## src/rtl/reaction_stimulus_gen.sv

```systemverilog
// Millisecond timebase with clear/freeze and an LFSR-driven one-hot button request source
// for the reaction-timer game FSM.
module reaction_stimulus_gen #(
    parameter int unsigned CLK_PER_MS = 50000,
    parameter logic [15:0] LFSR_SEED  = 16'hACE1,
    parameter bit          NO_REPEAT  = 1'b1
) (
    input  logic        iClk,
    input  logic        iRst_n,
    input  logic        iResetTimer,
    input  logic        iNewButtonReq,
    input  logic        iFreeze,
    output logic [15:0] oTimer16,
    output logic [15:0] oFrozenTimer16,
    output logic [2:0]  oButtonRequested,
    output logic        oMsTick
);

    localparam logic [19:0] PreMax   = 20'(CLK_PER_MS - 1);
    localparam logic [15:0] LfsrInit = (LFSR_SEED == 16'h0000) ? 16'h0001 : LFSR_SEED;
    localparam logic [15:0] LfsrMask = 16'hB400;

    logic [19:0] presc_q, presc_d;
    logic [15:0] timer_q, timer_d;
    logic [15:0] frozen_q, frozen_d;
    logic [15:0] lfsr_q, lfsr_d;
    logic [2:0]  btn_q, btn_d;
    logic        tick_q, tick_d;

    logic        presc_wrap;
    logic [2:0]  btn_rot;
    logic [2:0]  btn_cand;

    always_comb begin
        presc_wrap = (presc_q == PreMax);
        presc_d    = presc_wrap ? 20'd0 : presc_q + 20'd1;
        timer_d    = timer_q;
        tick_d     = 1'b0;
        if (presc_wrap) begin
            timer_d = (timer_q != 16'hFFFF) ? timer_q + 16'd1 : timer_q;
            tick_d  = 1'b1;
        end
        // Clear wins over a coincident millisecond tick.
        if (iResetTimer) begin
            presc_d = 20'd0;
            timer_d = 16'd0;
            tick_d  = 1'b0;
        end
    end

    // Snapshot uses the pre-update timer, so the display lags by one cycle.
    always_comb begin
        frozen_d = iFreeze ? frozen_q : timer_q;
    end

    // Free-running so the moment of each request, set by the player, picks the state.
    always_comb begin
        lfsr_d = (lfsr_q >> 1) ^ (lfsr_q[0] ? LfsrMask : 16'h0000);
    end

    always_comb begin
        btn_rot = {btn_q[1:0], btn_q[2]};
        unique case (lfsr_q[1:0])
            2'b00:   btn_cand = 3'b001;
            2'b01:   btn_cand = 3'b010;
            2'b10:   btn_cand = 3'b100;
            default: btn_cand = btn_rot;
        endcase
        if (NO_REPEAT && (btn_cand == btn_q)) begin
            btn_cand = btn_rot;
        end
        btn_d = iNewButtonReq ? btn_cand : btn_q;
    end

    always_ff @(posedge iClk or negedge iRst_n) begin
        if (!iRst_n) begin
            presc_q  <= 20'd0;
            timer_q  <= 16'd0;
            frozen_q <= 16'd0;
            tick_q   <= 1'b0;
            btn_q    <= 3'b001;
            lfsr_q   <= LfsrInit;
        end else begin
            presc_q  <= presc_d;
            timer_q  <= timer_d;
            frozen_q <= frozen_d;
            tick_q   <= tick_d;
            btn_q    <= btn_d;
            lfsr_q   <= lfsr_d;
        end
    end

    assign oTimer16         = timer_q;
    assign oFrozenTimer16   = frozen_q;
    assign oButtonRequested = btn_q;
    assign oMsTick          = tick_q;

endmodule

```

## config.mk

```make
export PLATFORM = sky130hd
export DESIGN_NAME = reaction_stimulus_gen
export DESIGN_NICKNAME = d
export VERILOG_FILES = /design/src/rtl/reaction_stimulus_gen.sv
export SDC_FILE = /design/constraint.sdc
export NUM_CORES = 1
export LEC_CHECK = 0
export CAP_MARGIN = 10
export CELL_PAD_IN_SITES_DETAIL_PLACEMENT = 1
export CELL_PAD_IN_SITES_GLOBAL_PLACEMENT = 2
export CORE_ASPECT_RATIO = 0.7
export CORE_MARGIN = 3
export CORE_UTILIZATION = 36
export DETAILED_ROUTE_END_ITERATION = 8
export GPL_ROUTABILITY_DRIVEN = 0
export HOLD_SLACK_MARGIN = 0.03
export PLACE_DENSITY_LB_ADDON = 0.08
export SYNTH_ARGS = -nofsm -noshare
export SYNTH_HDL_FRONTEND = slang
export SYNTH_SLANG_ARGS = --single-unit
```

## constraint.sdc

```tcl
create_clock -name iClk -period 3 [get_ports iClk]
set_clock_uncertainty 0.15 [all_clocks]
set_input_delay 0.9 -clock iClk [delete_from_list [all_inputs] [get_ports iClk]]
set_output_delay 0.9 -clock iClk [all_outputs]
set_load 0.01 [all_outputs]
```

* Word-level counts from Yosys, hierarchy flattened *
Index checks and enable logic that the tools add are counted.

storage, ports and cells
  output and inout port bits = 36
  bits in registers = 72
  input port bits = 5

cells by class
  bitwise operators = 1
  add/sub/neg operators = 2
  reductions and logical operators = 4
  muxes and demuxes = 10
  equality and inequality tests = 5

operators with widths
  cell                                                                number
  16-bit two-way mux                                                  4
  20-bit two-way mux                                                  2
  20-bit by 1-bit adder with 20-bit output (second input constant)    1
  20-bit by 16-bit == test with 1-bit output (second input constant)  1
  16-bit by 1-bit adder with 16-bit output (second input constant)    1
  16-bit != test (second input constant)                              1
  15-bit by 16-bit XOR with 16-bit output                             1
  3-bit one-hot mux with 3 select lines                               1
  2-bit nonzero test                                                  2
  3-bit == test                                                       1
  3-bit two-way mux                                                   1
  2-bit by 1-bit == test with 1-bit output (second input constant)    1
  2-bit == test (second input constant)                               1
  2-bit logical NOT                                                   1
  1-bit two-way mux                                                   2
  2-bit AND reduction                                                 1

* Longest topological paths before layout *
Gate-level depths: netlist of the first run.

  depth after elaboration = 4
  mapped depth = 8
  gate-level depth less buffers = 6

* Worst setup path before layout of the first run *
OpenSTA, ideal clock, no wires.

  kind = flip-flop to flip-flop
  from = reg presc_q[4]
  to = reg timer_q[7] (netlist: oTimer16[7])
  required time = 2.725 ns
  library setup time = 0.125 ns
  path slack = 0.604 ns
  cell stages (with the launch flop) = 6
  arrival = 2.122 ns
  clock period less this slack = 2.396 ns
  cell sequence = dfrtp_1 -> or4_4 -> nor4_4 -> nand2_2 -> nor4_1 -> mux2_2

on the way
  cells in the longest elaborated chain, start to end = 3

RTL lines
  what                                        RTL line  text
  start: declaration                          23        logic [19:0] presc_q, presc_d;
  start signal: assignment                    84        presc_q <= presc_d;
  20-bit by 16-bit == test with 1-bit output  35        presc_wrap = (presc_q == PreMax);
  2-bit nonzero test (no line)                -
  2-bit AND reduction (no line)               -
  end signal: assignment                      85        timer_q <= timer_d;
  end: declaration                            24        logic [15:0] timer_q, timer_d;

Every way passes these cells.
A chain may end at the register's enable or synchronous reset.

* Worst setup path after layout of the first run *
  from = reg presc_q[12]
  to = reg timer_q[9] (netlist: oTimer16[9])

The elaborated chain is that of the path after synthesis.

==> results of run 1 <==
[flip-flops by register name, summed over array words and instances (netlist names)]
| register | flops |
|---|---|
| presc_q | 20 |
| oButtonRequested | 3 |
| oTimer16 | 16 |
| oMsTick | 1 |
| lfsr_q | 16 |
| oFrozenTimer16 | 16 |
[placed cells by master, fill, tap and decap left out, types with 7 or more instances in the layout]
| cell type | n |
|---|---|
| a21oi_1 | 9 |
| clkbuf_16 | 9 |
| clkdlybuf4s50_1 | 39 |
| dfrtp_1 | 63 |
| dfstp_2 | 9 |
| inv_1 | 8 |
| mux2_2 | 19 |
| nand2_1 | 17 |
| nand3_1 | 12 |
| nand4_1 | 8 |
| nor2_1 | 33 |
| nor3_1 | 8 |
| o21ai_0 | 8 |
| or4_1 | 7 |
| xnor2_1 | 11 |
| xor2_1 | 11 |
[cell families (layout without fill, tap and decap cells)]
family / count (synthesis) / after routing / synth area share
buffers and inverters: 18 / 71 / 0.0225
AND/OR/NAND/NOR: 118 / 118 / 0.200
AO/OA/AOI/OAI: 31 / 31 / 0.0617
multiplexers: 21 / 21 / 0.0739
flip-flops: 72 / 72 / 0.573
adder cells (fa/ha/maj): 2 / 2 / 0.00790
XOR/XNOR: 22 / 22 / 0.0609
[layer usage]
metal,track usage,routed length (um)
met1,0.247,3900
met2,0.226,3030
met3,0.0572,419
met4,0.0521,93
met5,0,0
[worst paths after layout]
check / depth (start not counted) / start / endpoint / slack, ps
min in group asynchronous: 2 / iRst_n / oFrozenTimer16[8] / 420
max reg2reg: 5 / presc_q[12] / oTimer16[9] / 380
max in group asynchronous: 2 / iRst_n / lfsr_q[0] / 1910
min: 0 / lfsr_q[8] / lfsr_q[7] / 200
min reg2reg: 0 / lfsr_q[8] / lfsr_q[7] / 200
max: 5 / presc_q[12] / oTimer16[9] / 380
[power by group]
group	internal [mW]	switching, mW	leakage (nW)	total, mW
sequential	0.991	0.0221	0.970	1.01
combinational	0.0497	0.0642	0.589	0.114
clock	0.625	0.405	0.137	1.03
total	1.67	0.491	1.70	2.16
[stage by stage]
step	hold WS, ps	cells	utilization	power (mW)	setup slack, ps
after floorplan	181	284	-	1.08	604
after global placement	187	437	0.454	1.15	213
after detailed placement	189	437	0.454	1.15	128
after CTS	203	453	0.490	2.20	352
after global routing	209	453	0.490	2.27	187
final	201	453	0.490	2.16	385
[final cells by class]
type | count | area, um^2
multi-input combinational | 194 | 1280
inverter | 8 | 30.0
tap | 116 | 145
sequential | 72 | 1810
timing repair buffer | 47 | 460
clock buffer | 12 | 267
clock inverter | 4 | 27.5
fill | 895 | 4190
==> flow_summary_export.csv, run 1 <==
group,metric,value,unit
outcome,outcome,"finished clean",
synthesis,synth_flop_cell,"dfrtp_1",
timing,tightest_slew,539,ps
global_routing,grt_pass1_wl,13100,um
worst_setup_path,critPathCaptureType,"flip-flop",
synthesis,yosys.area.top_type,"dfrtp_1",
synthesis,yosysMostFrequentCell,"dfrtp_1",
timing,fin_crit_sh,0.872,
clock_network,cts_setup_buffers,0,
route,vias,2321,
route,drt_iter0_drc,112,
timing,post-route-min-period,2620,ps
global_routing,grt_pass1_vias,2440,
synthesis,ys_ff_latch,72,
clock_network,holdBufCountCts,0,
clock_network,h-tree-depth,3,
worst_setup_path,crit_slowest_cell,"or4b_1",
synthesis,synth_edf_count,0,
timing,tns,0,ps
clock_network,clkSinkCount,72,
flow_run,drv_cap,0,
route,firstDrtPassIters,4,
placed_design,hpwl,4970,um
clock_network,cts-buffers-inserted,9,
synthesis,synthCells,284,
power,p_leak,1.70,nW
worst_setup_path,path_class,"reg -> reg",
synthesis,syn_nets,291,
route,drc,0,
global_routing,antenna_found_initial,0,
worst_setup_path,max_stage_delay,600,ps
global_routing,grt-ovfl-total,0,
worst_setup_path,cp_max_fo,18,
timing,slew_headroom,0.640,
floorplanning,core_area,8210,um^2
synthesis,seq_area_frac_synth,0.573,
synthesis,synth_cell_types,40,
worst_setup_path,cp-start-kind,"flip-flop",
floorplanning,placement_rows,27,
synthesis,syn_area,3170,um^2
synthesis,async_flop_share,1.00,
worst_setup_path,cp_top_family,"simple AND/OR/NAND/NOR gates",
finish,drive_above_1_share,0.163,
route,drt-wirelength-per-cell,16.4,um
power,ir_drop,0.372,mV
worst_setup_path,path_cells,"or4b_1 -> nor4_4 -> nand2_2 -> nor4_1 -> mux2_2",
finish,num-nets-final,339,
placed_design,place_area,3730,um^2
placed_design,numPortBuffers,40,
finish,final_area,4020,um^2
clock_network,clk_latency,340,ps
route,antenna_left,0,
power,p_per_area,536,nW/um^2
synthesis,netlist.area_leader.share,0.498,
route,wl,7440,um
worst_setup_path,cp.required,3070,ps
floorplanning,dieWidth,118,um
floorplanning,start_util,0.386,
clock_network,cts.clk_slew.worst_paths,60,ps
timing,maxSlewViolCount,0,
floorplanning,die_area,9970,um^2
synthesis,synth_area_per_cell,11.1,um^2
global_routing,grt_usage,0.166,
global_routing,grt_max_degree,73,
worst_setup_path,path_buf_inv,0,
clock_network,cts_tree,"done",
floorplanning,die_h,84.5,um
synthesis,yosysWarnings,0,
clock_network,ctsResizeCount,0,
timing,final-hold-violation-count,0,
timing,rsz0062_at_grt,"no",
route,vias_per_cell,5.12,
hold_path,worstHoldPathType,"reg -> reg",
clock_network,clockBufferDepth,2,
timing,setup_violations,0,
timing,clock.fmax,0.382,GHz
clock_network,clockRootBuffer,"clkbuf_16",
finish,n_antenna_cell,0,
synthesis,synth.area.top_cells,"dfrtp_1 (50%), dfstp_2 (7.5%), mux2_2 (6.8%)",
floorplanning,boundaryPins,41,
synthesis,synth_common_cells,"dfrtp_1 (63), nor2_1 (33), mux2_2 (19)",
worst_setup_path,worstPathArrival,2680,ps
finish,area_growth,27.1,%
(Power assumes the default switching activity.)
==> run 2: changes to the inputs <==
--- a/config.mk
+++ b/config.mk
@@ -10,7 +10,7 @@
 export CELL_PAD_IN_SITES_GLOBAL_PLACEMENT = 2
 export CORE_ASPECT_RATIO = 0.7
 export CORE_MARGIN = 3
-export CORE_UTILIZATION = 36
+export CORE_UTILIZATION = 32
 export DETAILED_ROUTE_END_ITERATION = 8
 export GPL_ROUTABILITY_DRIVEN = 0
 export HOLD_SLACK_MARGIN = 0.03
==> constraint.sdc (replaced) <==
create_clock -name iClk -period 2.3 [get_ports iClk]
set_clock_uncertainty 0.15 [all_clocks]
set_input_delay 0.69 -clock iClk [delete_from_list [all_inputs] [get_ports iClk]]
set_output_delay 0.69 -clock iClk [all_outputs]
set_load 0.01 [all_outputs]
==> flow_summary_export.csv, run 2 (synthesis gave the netlist of run 1 again) <==
group,metric,value,unit
worst_setup_path,rr_worst_depth,8,
route,vias,2444,
route,drc,0,
floorplanning,core_area,9330,um^2
global_routing,grt_pass1_wl,12900,um
timing,post-route-min-period,2370,ps
clock_network,cts_tree,"done",
placed_design,numPortBuffers,40,
clock_network,cts.clk_slew.worst_paths,60,ps
floorplanning,placement_rows,29,
floorplanning,start_util,0.339,
global_routing,grt_pass1_vias,2465,
worst_setup_path,critPathCaptureType,"flip-flop",
power,pwr-share-clk,0.500,
power,p_per_area,656,nW/um^2
floorplanning,die_h,89.2,um
timing,whs,195,ps
clock_network,cts-buffers-inserted,9,
worst_setup_path,cp-start-kind,"flip-flop",
finish,regMostFlops,"presc_q",
timing,maxSlewViolCount,0,
global_routing,grt_max_degree,73,
placed_design,hpwl,5530,um
placed_design,dp_slack,-345,ps
finish,drive_above_1_share,0.286,
timing,tightest_slew,456,ps
timing,slew_headroom,0.693,
floorplanning,dieWidth,125,um
power,p_leak,1.95,nW
timing,setup_violations,10,
worst_setup_path,path_class,"reg -> reg",
finish,final_cell_mix,"dfrtp_1 (62), clkdlybuf4s50_1 (38), nor2_1 (33)",
route,wl,8140,um
power,seqPwrFrac,0.448,
route,antenna_left,0,
route,drt_iter0_drc,91,
finish,final_area,4490,um^2
finish,instances_no_fill,495,
clock_network,h-tree-depth,3,
worst_setup_path,cp.required,2410,ps
worst_setup_path,worstPathArrival,2480,ps
global_routing,grt_usage,0.148,
power,ir_drop,0.333,mV
outcome,violations,"setup timing",
outcome,outcome,"finished with violations",
hold_path,min_path_cells,0,
hold_path,worstHoldPathType,"reg -> reg",
flow_run,drv_cap,0,
clock_network,clk_latency,330,ps
timing,clock.fmax,0.422,GHz
route,vias_per_cell,4.94,
placed_design,place_area,3970,um^2
route,firstDrtPassIters,4,
finish,largest_reg_flops,20,
finish,n_antenna_cell,0,
timing,rsz0062_at_grt,"yes",
finish,mostFrequentLayoutCell,"dfrtp_1",
floorplanning,boundaryPins,41,
power,p_sw,0.639,mW
worst_setup_path,cp_max_fo,6,
timing,final-hold-violation-count,0,
route,drt-wirelength-per-cell,16.4,um
finish,fillers,1012,
clock_network,clockRootBuffer,"clkbuf_16",
global_routing,grt-ovfl-total,0,
timing,setup_ws,-69.1,ps
global_routing,antenna_found_initial,0,
power,internal_power,2.31,mW
power,swShare,0.217,
clock_network,clockBufferDepth,2,
finish,fin_util,0.482,
placed_design,place_inst,470,
finish,num-nets-final,373,
clock_network,clkSinkCount,72,
timing,fin_crit_sh,1.03,
power,combPwrFrac,0.052,
floorplanning,die_area,11100,um^2
finish,area_growth,41.9,%
==> run 2: power by group through the flow <==
stage	clock, mW	combinational, mW	sequential (mW)
2_1_floorplan	0	0.0608	1.34
3_3_place_gp	0	0.160	1.34
3_5_place_dp	0	0.165	1.34
6_report	1.47	0.155	1.32
5_1_grt	1.57	0.178	1.32
4_1_cts	1.52	0.161	1.32
==> run 2: worst paths after layout <==
| kind | startpoint | slack [ps] | to |
|---|---|---|---|
| setup / recovery | presc_q[16] | -70 | oTimer16[6] |
| hold / removal | lfsr_q[3] | 200 | lfsr_q[2] |
| setup reg to reg | presc_q[16] | -70 | oTimer16[6] |
| hold reg to reg | lfsr_q[3] | 200 | lfsr_q[2] |
| max in group asynchronous | iRst_n | 1430 | lfsr_q[15] |
| min in group asynchronous | iRst_n | 240 | oFrozenTimer16[0] |
==> run 2: metal layers <==
layer	global-route usage	part of all wire	up-vias
met5	0	0	-
met4	0.0423	0.010	0
met3	0.0507	0.041	7
met2	0.214	0.42	43
met1	0.213	0.53	1221
li1	-	-	1173
==> run 2: per-stage QoR <==
stage                     power [mW]  TNS, ps
after floorplan                 1.40    -92.5
after CTS                       3.00     -347
after global routing            3.08    -1080
after global placement          1.50    -2340
after detailed placement        1.51    -3080
final                           2.95     -319
==> run 2: final cells by class <==
class,count,area (um^2),area share
Inverter,8,30.0,0.00669
Multi-Input combinational cell,195,1430,0.318
Timing Repair Buffer,80,751,0.167
Tap cell,124,155,0.0345
Clock inverter,5,81.3,0.0181
Clock buffer,11,233,0.0518
Sequential cell,72,1810,0.404
==> run 2: critical path: stages, from the launching register on <==
cell,delay (ps)
dfrtp_1,380
or4_4,550
nor4_4,250
buf_4,170
buf_6,130
buf_6,100
nand3_4,70
or3_4,390
a21oi_2,110
==> run 2: what timing repair did <==
action                                 in CTS  in global routing
buffers inserted                            3                  6
hold buffers                                0                  0
cloned                                      0                  1
gates resized for setup                    10                 21
setup endpoints to repair                  11                 33
endpoints found under the hold margin       0                  0
pin swaps                                   4                  9
==> run 3: changes to the inputs <==
--- a/config.mk
+++ b/config.mk
@@ -5,16 +5,18 @@
 export SDC_FILE = /design/constraint.sdc
 export NUM_CORES = 1
 export LEC_CHECK = 0
+export ABC_AREA = 1
 export CAP_MARGIN = 10
 export CELL_PAD_IN_SITES_DETAIL_PLACEMENT = 1
 export CELL_PAD_IN_SITES_GLOBAL_PLACEMENT = 2
 export CORE_ASPECT_RATIO = 0.7
 export CORE_MARGIN = 3
-export CORE_UTILIZATION = 32
+export CORE_UTILIZATION = 30
 export DETAILED_ROUTE_END_ITERATION = 8
 export GPL_ROUTABILITY_DRIVEN = 0
 export HOLD_SLACK_MARGIN = 0.03
 export PLACE_DENSITY_LB_ADDON = 0.08
+export SKIP_LAST_GASP = 1
 export SYNTH_ARGS = -nofsm -noshare
 export SYNTH_HDL_FRONTEND = slang
 export SYNTH_SLANG_ARGS = --single-unit
==> flow_summary_export.csv, run 3 <==
group,metric,value,unit
outcome,outcome,"finished clean",
worst_setup_path,cp.required,1460,ps
synthesis,synth_cell_types,31,
clock_network,h-tree-depth,3,
synthesis,yosys.area.top_type,"dfrtp_1",
worst_setup_path,path_buf_inv,1,
timing,rsz0062_at_grt,"no",
clock_network,clockRootBuffer,"clkbuf_16",
finish,final_cell_mix,"nand2_1 (120), nor2_1 (63), dfrtp_1 (60)",
timing,final-hold-violation-count,0,
synthesis,synth_flop_cell,"dfrtp_1",
route,firstDrtPassIters,4,
clock_network,clockBufferDepth,2,
worst_setup_path,reg2reg_from,"oTimer16[0]",
timing,post-route-min-period,2200,ps
floorplanning,core_area,11200,um^2
global_routing,grt_max_degree,44,
route,drt_iter0_drc,106,
route,antenna_left,0,
finish,instances_no_fill,622,
floorplanning,start_util,0.311,
global_routing,grt_use_met2,0.220,
floorplanning,boundaryPins,41,
worst_setup_path,worstPathArrival,1360,ps
finish,regMostFlops,"presc_q",
synthesis,seq_area_frac_synth,0.522,
finish,area_growth,27.5,%
clock_network,cts-buffers-inserted,9,
global_routing,grt-ovfl-total,0,
synthesis,ys_ff_latch,72,
worst_setup_path,crit_slowest_cell,"clkdlybuf4s50_1",
clock_network,clkSinkCount,72,
route,drt-wirelength-per-cell,14.4,um
worst_setup_path,critPathCaptureType,"output pin",
global_routing,grt_pass1_wl,15300,um
finish,num-nets-final,471,
global_routing,grt_usage,0.153,
global_routing,antenna_found_initial,0,
global_routing,grt_pass1_vias,2921,
global_routing,grt-busiest-layer,"met1",
synthesis,async_flop_share,1.00,
synthesis,syn_area,3470,um^2
synthesis,synth_common_cells,"nand2_1 (120), dfrtp_1 (63), nor2_1 (63)",
finish,largest_reg_flops,20,
route,vias,2784,
worst_setup_path,rr_worst_depth,9,
synthesis,synth_area_per_cell,8.54,um^2
route,drc,0,
global_routing,gr-usage-met1,0.222,
worst_setup_path,max_stage_delay,570,ps
timing,setup_violations,0,
synthesis,syn_nets,414,
worst_setup_path,rr_endpoint,"oTimer16[1]",
synthesis,netlist.area_leader.share,0.454,
timing,maxSlewViolCount,0,
finish,n_antenna_cell,0,
clock_network,cts_setup_buffers,0,
clock_network,holdBufCountCts,0,
finish,drive_above_1_share,0.164,
floorplanning,die_area,12900,um^2
clock_network,ctsResizeCount,1,
hold_path,worstHoldPathType,"in -> async",
synthesis,yosysMostFrequentCell,"nand2_1",
timing,fin_crit_sh,0.957,
clock_network,clk_latency,340,ps
worst_setup_path,path_cells,"clkdlybuf4s50_1",
floorplanning,dieWidth,135,um
synthesis,synth.area.top_cells,"dfrtp_1 (45%), nand2_1 (13%), dfstp_2 (6.8%)",
flow_run,drv_cap,0,
synthesis,synth_edf_count,0,
floorplanning,die_h,96.0,um
timing,slew_headroom,0.735,
timing,tns,0,ps
worst_setup_path,cp-start-kind,"flip-flop",
synthesis,yosysWarnings,0,
timing,clock.fmax,0.454,GHz
clock_network,cts.clk_slew.worst_paths,70,ps
placed_design,place_inst,606,
route,wl,8960,um
placed_design,hpwl,6610,um
power,ir_drop,0.373,mV
finish,mostFrequentLayoutCell,"nand2_1",
synthesis,synthCells,407,
power,p_leak,1.92,nW
floorplanning,placement_rows,32,
timing,tightest_slew,397,ps
worst_setup_path,r2r_setup_slack,370,ps
placed_design,numPortBuffers,40,
worst_setup_path,cp_top_family,"buffers and inverters",
worst_setup_path,worstSetupStartpoint,"oTimer16[5]",
clock_network,cts_tree,"done",
route,vias_per_cell,4.48,
global_routing,gr-usage-met3,0.0423,
power,p_per_area,674,nW/um^2
worst_setup_path,path_class,"reg -> out",
worst_setup_path,cp_max_fo,6,
run 3: cell types whose count changed after synthesis, sizes merged, moves of 7 or more:
cell,before,now
inv,8,30
nor2,33,69
xnor2,11,3
nand2,18,125
nor4,7,0
mux2,19,10
or4,8,0
nand3,12,28
o21ai,8,18
run 3: per-layer routing:
layer,part of all wire,vias up
li1,-,1403
met1,0.54,1338
met4,0.011,0
met5,0,-
met2,0.41,34
met3,0.036,9
run 3: cell families (layout without fill, tap and decap cells):
kind of cell	count (synthesis)	after routing	synth area share
AND/OR/NAND/NOR	242	242	0.300
flip-flops	72	72	0.522
buffers and inverters	39	101	0.0468
AO/OA/AOI/OAI	22	22	0.0418
XOR/XNOR	20	20	0.0504
multiplexers	10	10	0.0324
adder cells (fa/ha/maj)	2	2	0.00720
run 3: worst max-delay path by stage:
| stage | cells after the start | endpoint | slack [ps] |
|---|---|---|---|
| finish | 1 | oTimer16[5] | 100 |
| global route | 1 | oTimer16[1] | 30 |
| CTS | 1 | oTimer16[3] | 30 |
| detailed placement | 6 | oTimer16[9] | 170 |
| global placement | 6 | oTimer16[2] | 200 |
| floorplan | 10 | oTimer16[5] | 620 |
run 3: metrics by stage:
stage	area, um^2	setup slack, ps	power [mW]	util	hold WS (ps)
CTS	4430	28.2	3.05	0.396	63.5
finish	4430	98.8	2.99	0.397	70.2
floorplan	3470	622	1.53	-	181
detailed placement	4150	166	1.70	0.371	192
global placement	4150	204	1.70	0.371	187
global route	4430	27.6	3.15	0.397	71.2
run 3: final cells by class:
type,instances,area [um^2]
flip-flops and latches,72,1820
multi-input cells,296,1500
clock buffers,9,225
repair buffers,54,527
clock inverters,7,56.3
inverters,31,116
fillers,1302,6740
well taps,153,191
run 3: power breakdown:
group / internal (mW) / switching, mW
logic: 0.127 / 0.172
registers: 1.31 / 0.0493
clock network: 0.739 / 0.589
total: 2.18 / 0.810
